File: src/rtl/rf_dump_pkg.sv
// Shared types and constants for the register-file dump engine.
package rf_dump_pkg;
  localparam int NREGS = 32;
  localparam int IDX_W = 5;

  typedef enum logic [1:0] {
    S_IDLE  = 2'd0,
    S_FETCH = 2'd1,
    S_SEND  = 2'd2,
    S_DONE  = 2'd3
  } state_t;

  typedef enum logic [1:0] {
    CAUSE_NONE  = 2'd0,
    CAUSE_START = 2'd1,
    CAUSE_LIMIT = 2'd2,
    CAUSE_PC    = 2'd3
  } cause_t;
endpackage

File: src/rtl/sat_counter.sv
// Saturating up-counter with synchronous clear and increment enable.
module sat_counter #(
  parameter int W = 16
) (
  input  logic         clk,
  input  logic         clr,
  input  logic         inc,
  output logic [W-1:0] cnt
);
  always_ff @(posedge clk) begin
    if (clr)
      cnt <= '0;
    else if (inc && cnt != {W{1'b1}})
      cnt <= cnt + 1'b1;
  end
endmodule

File: src/rtl/rf_dump_ctrl.sv
// End-of-run dump engine: waits for a stop trigger, then streams all
// architectural registers out over a valid/ready port.
module rf_dump_ctrl
  import rf_dump_pkg::*;
#(
  parameter int          MAX_CYCLES = 100,
  parameter logic [31:0] HALT_PC    = 32'h0000_0060,
  parameter int          CNT_W      = 16
) (
  input  logic             clk,
  input  logic             rst,
  input  logic             en,
  input  logic             start,
  input  logic             halt_en,
  input  logic [31:0]      pc_in,
  output logic [4:0]       reg_sel,
  input  logic [31:0]      reg_data,
  output logic             dump_valid,
  input  logic             dump_ready,
  output logic [31:0]      dump_data,
  output logic [4:0]       dump_idx,
  output logic             dump_last,
  output logic             busy,
  output logic             done,
  output logic [CNT_W-1:0] cycle_cnt,
  output logic [1:0]       stop_cause
);
  localparam logic [CNT_W-1:0] LIMIT_M1 = CNT_W'(MAX_CYCLES - 1);
  localparam logic [IDX_W-1:0] LAST_IDX = IDX_W'(NREGS - 1);

  state_t           state;
  logic [IDX_W-1:0] idx;
  cause_t           trig_cause;

  // Counting stops the moment we leave IDLE, which also freezes it in DONE.
  sat_counter #(.W(CNT_W)) u_cycle_cnt (
    .clk (clk),
    .clr (rst),
    .inc (state == S_IDLE && en),
    .cnt (cycle_cnt)
  );

  always_comb begin
    trig_cause = CAUSE_NONE;
    if (start)
      trig_cause = CAUSE_START;
    else if (halt_en && pc_in == HALT_PC)
      trig_cause = CAUSE_PC;
    else if (MAX_CYCLES != 0 && en && cycle_cnt == LIMIT_M1)
      trig_cause = CAUSE_LIMIT;
  end

  always_ff @(posedge clk) begin
    if (rst) begin
      state      <= S_IDLE;
      idx        <= '0;
      reg_sel    <= '0;
      dump_valid <= 1'b0;
      dump_data  <= '0;
      dump_idx   <= '0;
      dump_last  <= 1'b0;
      busy       <= 1'b0;
      done       <= 1'b0;
      stop_cause <= CAUSE_NONE;
    end else begin
      case (state)
        S_IDLE: if (trig_cause != CAUSE_NONE) begin
          state      <= S_FETCH;
          idx        <= '0;
          reg_sel    <= '0;
          busy       <= 1'b1;
          stop_cause <= trig_cause;
        end
        S_FETCH: begin
          // x0 is architecturally zero whatever the port returns.
          dump_data  <= (idx == '0) ? 32'd0 : reg_data;
          dump_idx   <= idx;
          dump_last  <= (idx == LAST_IDX);
          dump_valid <= 1'b1;
          state      <= S_SEND;
        end
        S_SEND: if (dump_ready) begin
          dump_valid <= 1'b0;
          if (idx == LAST_IDX) begin
            state   <= S_DONE;
            reg_sel <= '0;
            busy    <= 1'b0;
            done    <= 1'b1;
          end else begin
            state   <= S_FETCH;
            idx     <= idx + 1'b1;
            reg_sel <= idx + 1'b1;
          end
        end
        default: ;
      endcase
    end
  end
endmodule

File: config.mk
export PLATFORM = sky130hd
export DESIGN_NAME = rf_dump_ctrl
export DESIGN_NICKNAME = d
export VERILOG_FILES = /design/src/rtl/rf_dump_pkg.sv /design/src/rtl/sat_counter.sv /design/src/rtl/rf_dump_ctrl.sv
export SDC_FILE = /design/constraint.sdc
export NUM_CORES = 1
export LEC_CHECK = 0
export CAP_MARGIN = 5
export CORE_AREA = 2 2 101 103
export DETAILED_ROUTE_END_ITERATION = 8
export DIE_AREA = 0 0 103 105
export SYNTH_ARGS = -nofsm -noshare
export SYNTH_HDL_FRONTEND = slang
export SYNTH_SLANG_ARGS = --single-unit
File: constraint.sdc
create_clock -name clk -period 4.8 [get_ports clk]
set_input_delay 0.96 -clock clk [delete_from_list [all_inputs] [get_ports clk]]
set_output_delay 0.96 -clock clk [all_outputs]
set_load 0.01 [all_outputs]
==> results.cfg <==
[status]
status = completed

[die]
fp-row-count = 36
core_sq_mm = 0.00964
initial_core_util_pct = 32.7
dieArea_sq_mm = 0.0108
die_y_microns = 105
die_w_microns = 103
ios = 134

[synthesis]
syn_inst = 348
syn_area_per_cell_sq_um = 9.05
syn-cell-area_sq_mm = 0.00315
synth_edf_count = 0
ys_seq_elements = 71
synth_top_flop_cell = dfxtp_1
synthArstFlopShare_pct = 0
synth.top_cell.area_share_pct = 45.1
ys_warn_count = 0
syn_nets = 427
ys_seq_area_share_pct = 45.1
synth.area.top_cells = dfxtp_1 45%, a22oi_1 8.1%, nor2_1 7.0%, ha_1 3.6%, xor2_1 3.3%
synthTopCellsByCount = 71 x dfxtp_1, 59 x nor2_1, 34 x a22oi_1
yosys.area.top_type = dfxtp_1
yosysMostFrequentCell = dfxtp_1
ys_types = 47

[detailed_routing]
routed_via_density = 4.90
drt_wl_total_microns = 8860
dr.pass1.iters = 4
wire_per_inst_microns = 14.5
drt_iter0_drc = 107
via_count = 3001
drc = 0
ant_nets = 0

[power_and_ir_drop]
power.ir.vdd_worst_v = 0.000164
power.share.clock_pct = 37.0
power_w = 0.00132
power_switching_w = 0.000363
p_sw_share_pct = 27.6
leakagePower_nw = 1.70
p_int_w = 0.000953
powerDensity_mw_per_mm2 = 275
share_comb_of_total_power_pct = 16.5
seq_power_share_pct = 46.5

[grt]
met1_usage_pct = 21.8
grt_pass1_vias = 2918
track_usage_pct = 16.6
grt_pass1_wl_microns = 14300
grt_start_max_net_pins = 48
use_met2_pct = 26.3
busiest_layer = met2
met3_usage_pct = 4.08
grt-ovfl-total = 0
antenna_found_initial = 0

[setup_path]
worstSetupStartpoint = en
cp-start-kind = primary input
r2r_start = u_cycle_cnt.cnt[0]
cp.buffers_inverters = 1
arrival_ns = 3.40
critPathSlowestCell = o21ai_0
cp.required_ns = 5.06
critPathMaxFanout = 12
slowest_delay_ns = 0.91
cp_cell_sequence = clkdlybuf4s50_1 -> and4b_1 -> nand4_1 -> o21ai_0 -> o21ai_0 -> o22ai_1
cpLargestDelayFamily = compound AO/OA/AOI/OAI gates
endpoint_kind = flip-flop
crit_top_cell = o21ai_0
worstSetupPathType = primary input to flip-flop

[sta]
clock.fmax_ghz = 0.318
hold_violations = 0
post-route-period-util_pct = 65.5
fin_worst_skew_ns = 0.0149
rsz0062_at_grt = no
finalSetupViolCount = 0
worst_slack_ns = 1.65
slew_viol_final = 0
min_period_ns = 3.15
tns_ns = 0
whs_ns = 0.484
slew_headroom_pct = 31.1
worstMarginPinSlew_ns = 1.02

[hold_path]
hp-start = done
min_path_type = flip-flop to flip-flop

[layout]
nNetsFinal = 554
area_growth_pct = 51.9
diodes = 0
drive_above_1_share_pct = 7.29

[clocking]
cts_buffers = 9
cts.sinks = 71
ctsRootBufferMaster = clkbuf_8
cts-hold-fix-buffers = 0
cts_setup_buffers = 0
h-tree-depth = 3
cts_buffer_depth = 2
cts_tree = built
cts_resized = 0
clkTransAtPathRegs_ns = 0.08
clock_latency_ns = 0.34

[placed_design]
place_hpwl_microns = 6390
portBuffers = 133
gp_congestion = 0.815
pre_cts_slack_ns = 1.35

[run]
cap_violations = 0
==> layer usage <==
metal / wire (microns) / vias up
li1: - / 1516
met1: 4030 / 1395
met2: 4210 / 79
met3: 501 / 11
met4: 128 / 0
met5: 0 / -
==> layout make-up <==
type,instances,area [sq um]
Sequential cell,71,1420
Multi-Input combinational cell,240,1590
Tap cell,133,166
Clock buffer,10,128
Inverter,17,63.8
Timing Repair Buffer,136,1350
Clock inverter,6,67.6
Fill cell,950,4850
==> power by group through the flow <==
stage / logic, W / clock network, W / registers [W]
6_report: 0.000218 / 0.000486 / 0.000612
5_1_grt: 0.000242 / 0.000532 / 0.000614
4_1_cts: 0.000221 / 0.000504 / 0.000612
3_5_place_dp: 0.000220 / 0 / 0.000626
3_3_place_gp: 0.000218 / 0 / 0.000626
2_1_floorplan: 0.000114 / 0 / 0.000628
==> final timing paths <==
check	slack, ns	end	cells after the start
worst max-delay path	1.65	idx[0]	6
worst min-delay path	0.48	done	2
worst max register to register	2.09	idx[0]	6
worst min register to register	0.48	done	2
==> flip-flops by register name, indices dropped and copies added, names as in the netlist <==
register	cells
dump_data	32
u_cycle_cnt.cnt	16
dump_idx	5
idx	5
reg_sel	5
state	2
stop_cause	2
busy	1
done	1
dump_last	1
dump_valid	1
==> cell families after synthesis <==
family,Yosys count,share of synthesized area (%)
simple gates,124,20.8
xor+xnor,13,3.62
fa+ha+maj,9,3.58
buf+inv,37,4.65
flops,71,45.1
mux,10,3.38
compound gates,84,18.8
==> placed cells by master, fill, tap and decap left out, types with 4 or more instances in the layout <==
cell	instances
dfxtp_1	71
clkbuf_8	9
nor2_1	59
a21oi_1	10
nand3_1	7
nand4_1	6
o211ai_1	9
nor4_1	8
nor3_1	4
ha_1	9
xor2_1	12
o21ai_0	10
nand2_1	10
and3_1	6
or3b_2	6
inv_1	17
clkdlybuf4s50_1	132
mux2i_1	8
a22oi_1	34
==> worst register-to-register path: stages, from the launching register on <==
cell and delay, ns:
dfxtp_1 0.43, ha_1 0.25, nor4b_2 0.20, nand4_1 0.31, o21ai_0 0.91, o21ai_0 0.31, o22ai_1 0.22
==> through the flow <==
| stage | utilization [%] | instance area, sq um | instances |
|---|---|---|---|
| after CTS | 49.6 | 4780 | 613 |
| after detailed placement | 47.6 | 4590 | 597 |
| after global routing | 49.6 | 4780 | 613 |
| after floorplan | - | 3150 | 348 |
| after global placement | 47.6 | 4590 | 597 |
| final | 49.6 | 4780 | 613 |
(Power assumes the default switching activity.)
==> RTL edit 1 (config.mk and constraints unchanged) <==
Encoding of `state_t`: now one-hot (4 bits for 4 states).
--- a/src/rtl/rf_dump_pkg.sv
+++ b/src/rtl/rf_dump_pkg.sv
@@ -4,9 +4,9 @@
   localparam int IDX_W = 5;
 
-  typedef enum logic [1:0] {
-    S_IDLE  = 2'd0,
-    S_FETCH = 2'd1,
-    S_SEND  = 2'd2,
-    S_DONE  = 2'd3
+  typedef enum logic [3:0] {
+    S_IDLE  = 4'b0001,
+    S_FETCH = 4'b0010,
+    S_SEND  = 4'b0100,
+    S_DONE  = 4'b1000
   } state_t;
 
Check against the original RTL: no difference found for any inputs over 10 cycles, from zero or initial values and one cycle with rst high; not proved beyond that.
==> RTL edit 1 against the unedited design <==
  * Clock skew is 0.0069 ns lower
  * Routed wire length is 4.9% lower
  * Clock power increased by 20%
  * Synthesized cell count shrank 2.3%
  * Total power rose by 1.7%
  * Critical path type unchanged
  * Critical endpoint is now reg_sel[1]$_SDFFE_PP0P_
  * Fmax up 16%
  * Hold slack got worse by 0.028 ns
  * Combinational power shrank 39%
  * Sequential power is 2% higher
  * Worst setup slack improved by 0.44 ns
  * Final area shrank 1.2%
  * Die area unchanged
  * Area after synthesis fell by 3.8%
  * Sequential cell count is 2 higher
==> RTL edit 1: results (changes against the unedited design) <==
Synth
  • Largest cells by area after synthesis: dfxtp_1 48%, a22oi_1 8.2%, nor2_1 6.6%
  • Syn_area_per_cell: 8.91 sq um (-1.5%)
  • Seq/Total Area, Yosys: 0.482 (+0.0309)
  • Top cells by instance count after synthesis: 73 x dfxtp_1, 53 x nor2_1, 33 x a22oi_1, 28 x nand2_1, 18 x a21oi_1
  • Synth unique cells: 46 (-2.1%)

Finish
  • Area of the multi-input gates: 0.00147 sq mm (-7.5%)
  • Layout cell share with drive strength beyond 1: 0.0549 (-0.0181)
  • Filler cells: 944 (-0.63%)

Global routing
  • First-pass GRT wire length: 13600 um (-4.8%)
  • Pin count of the biggest net entering global routing: 47 (-2.1%)
  • GRT Overall Usage: 0.157 (-0.00829)
  • M1 GR Usage: 0.201 (-0.0164)
  • GRT met3 Usage: 0.0421 (+0.00134)

Power and ir drop
  • Sw Share: 0.217 (-0.0588)
  • Comb. pwr: 0.133 mW (-39%)
  • Power Clock: 0.581 mW (+20%)
  • Clock group share of total power: 0.435 (+0.065)

Drt
  • Vias: 2919 (-2.7%)
  • First DRT Iteration DRCs: 96 (-10%)
  • Routed length on met2: 4090 um (-2.8%)
  • Routed wire per std cell: 13.9 um (-4.0%)
  • Via density: 4.81 (-1.8%)
  • Routed wl met3: 492 um (-1.8%)

Place
  • Placed instance area: 0.00448 sq mm (-2.3%)
  • DP HPWL: 6070 um (-5.1%)

Status
  • Status: complete, no violations
[RTL edit 1: critical path, delay by kind of cell]
family / cells / cell delay, ns
AND/OR/NAND/NOR: 2 / 0.50
buffers and inverters: 1 / 0.40
AO/OA/AOI/OAI: 3 / 1.07
[RTL edit 1: area by class of cell]
cell class | count | share of cell area
clock inverter | 5 | 0.0220
inverter | 10 | 0.00794
sequential | 73 | 0.309
multi-input combinational | 240 | 0.311
timing repair buffer | 136 | 0.285
tap | 133 | 0.0352
clock buffer | 10 | 0.0291
[RTL edit 1: metrics by stage]
| step | hold slack (ns) | worst slack, ns |
|---|---|---|
| 6_report | 0.456 | 2.09 |
| 3_3_place_gp | 0.445 | 1.79 |
| 2_1_floorplan | 0.461 | 2.35 |
| 4_1_cts | 0.459 | 2.08 |
| 3_5_place_dp | 0.449 | 1.70 |
| 5_1_grt | 0.471 | 1.90 |
[RTL edit 1: path summary, 6_finish.rpt]
path	from	endpoint	slack, ns	cells past startpoint
setup / recovery	pc_in[3]	reg_sel[1]$_SDFFE_PP0P_	2.09	6
hold / removal	dump_idx[4]$_SDFFE_PP0P_	dump_idx[4]$_SDFFE_PP0P_	0.46	2
setup reg to reg	idx[0]$_SDFFE_PP0P_	idx[0]$_SDFFE_PP0P_	2.54	8
hold reg to reg	dump_idx[4]$_SDFFE_PP0P_	dump_idx[4]$_SDFFE_PP0P_	0.46	2
[RTL edit 1: logic make-up (layout without fill, tap and decap cells)]
family                     count (synthesis)  count (layout)  synth area share
AOI/OAI and AO/OA                         78              78             0.178
buffers and inverters                     27             161            0.0334
xor gates and xnor gates                  15              15            0.0434
and+or+nand+nor                          140             140             0.236
muxes                                      3               3            0.0107
DFF                                       73              73             0.482
adders and majority gates                  4               4            0.0165
==> RTL edit 2 (same flow settings) <==
Made on the original files. Change the parameter `CNT_W` from 16 to 14.
--- a/src/rtl/rf_dump_ctrl.sv
+++ b/src/rtl/rf_dump_ctrl.sv
@@ -6,5 +6,5 @@
   parameter int          MAX_CYCLES = 100,
   parameter logic [31:0] HALT_PC    = 32'h0000_0060,
-  parameter int          CNT_W      = 16
+  parameter int          CNT_W      = 14
 ) (
   input  logic             clk,
Ports: changed (resized cycle_cnt); port bits go from 134 to 132. The function was not compared with the original's and may differ.
==> RTL edit 2 against the unedited design <==
  * Routed wire length fell by 10%
  * Total power is 0.17% lower
  * Final cell count decreased by 3.4%
  * Die area unchanged
  * Critical path depth unchanged
  * Sequential power shrank 3%
  * Final area decreased by 3.0%
  * Worst setup slack better by 0.41 ns
  * Area after synthesis down 4.8%
  * Sequential cell count is 2 lower
==> RTL edit 2: results (changes against the unedited design) <==
Status
  • Status: complete, no violations

Power and ir drop
  • Pint: 0.961 mW (+0.80%)
  • Flop+latch power: 0.595 mW (-3%)
  • Sw Share: 0.269 (-0.00704)

Place
  • Dpl ws: 1.69 ns (+0.338 ns)
  • I/O Buffers: 131 (-1.5%)
  • Placed instance area: 0.00444 sq mm (-3.3%)
  • Routability congestion estimate: 0.805 (-1.2%)

Synth
  • Post-Synth XOR/XNOR Area: 0.0380 (+0.00183)
  • Post-synthesis compound-gate area fraction: 0.160 (-0.0285)
  • Largest cells by area after synthesis: dfxtp_1 46%, a22oi_1 8.3%, nor2_1 7.1%
  • Synth unique cells: 44 (-6.4%)

Drt
  • Routed wl met3: 813 um (+62%)
  • Vias: 2795 (-6.9%)
  • Routed wire per std cell: 13.4 um (-7.0%)

Setup path
  • Crit path max fanout: 5 (-7)

Finish
  • Net count, final: 533 (-3.8%)
  • Layout clock area frac: 0.0434 (+0.00262)
  • #MultiIn Comb: 225 (-6.3%)
  • Seq/total area: 0.298 (+0.000663)
  • Nonclk inv count: 14 (-3)
  • Bufs w/o clock: 135 (-0.74%)
  • Top flop regs: dump_data (32), u_cycle_cnt.cnt (14)
  • Layout Cells excl Fill: 592 (-3.4%)
  • Clock buf count: 11 (+1)

Global routing
  • GRT Overall Usage: 0.144 (-0.0212)
  • M1 GR Usage: 0.170 (-0.0480)
  • Met2 usage: 0.240 (-0.0237)
  • Via count of the first global-routing pass: 2711 (-7.1%)

STA
  • Fin Clk Skew: 0.0135 ns (-0.00148 ns)
  • Slew @ Worst Pin: 0.721 ns (-0.302 ns)
-- RTL edit 2: cell types whose count changed in the layout (fill, tap and decap cells not counted), sizes merged, moves of 4 or more --
| cell | change |
|---|---|
| xnor2 | +10 |
| or3b | -6 |
| mux2i | +5 |
| xor2 | -10 |
| nand2b | +5 |
| inv | -6 |
| o32ai | +4 |
| o211ai | -9 |
| and3 | -5 |
| nand2 | +7 |
-- RTL edit 2: path summary, 6_finish.rpt --
| check | end | startpoint | depth (start not counted) | slack (ns) |
|---|---|---|---|---|
| max | state[0]$_SDFFE_PP0P_ | pc_in[1] | 6 | 2.06 |
| min | stop_cause[1]$_SDFFE_PP0P_ | stop_cause[1]$_SDFFE_PP0P_ | 2 | 0.46 |
| max reg2reg | state[0]$_SDFFE_PP0P_ | u_cycle_cnt.cnt[0]$_SDFFE_PP0P_ | 6 | 2.59 |
| min reg2reg | stop_cause[1]$_SDFFE_PP0P_ | stop_cause[1]$_SDFFE_PP0P_ | 2 | 0.46 |
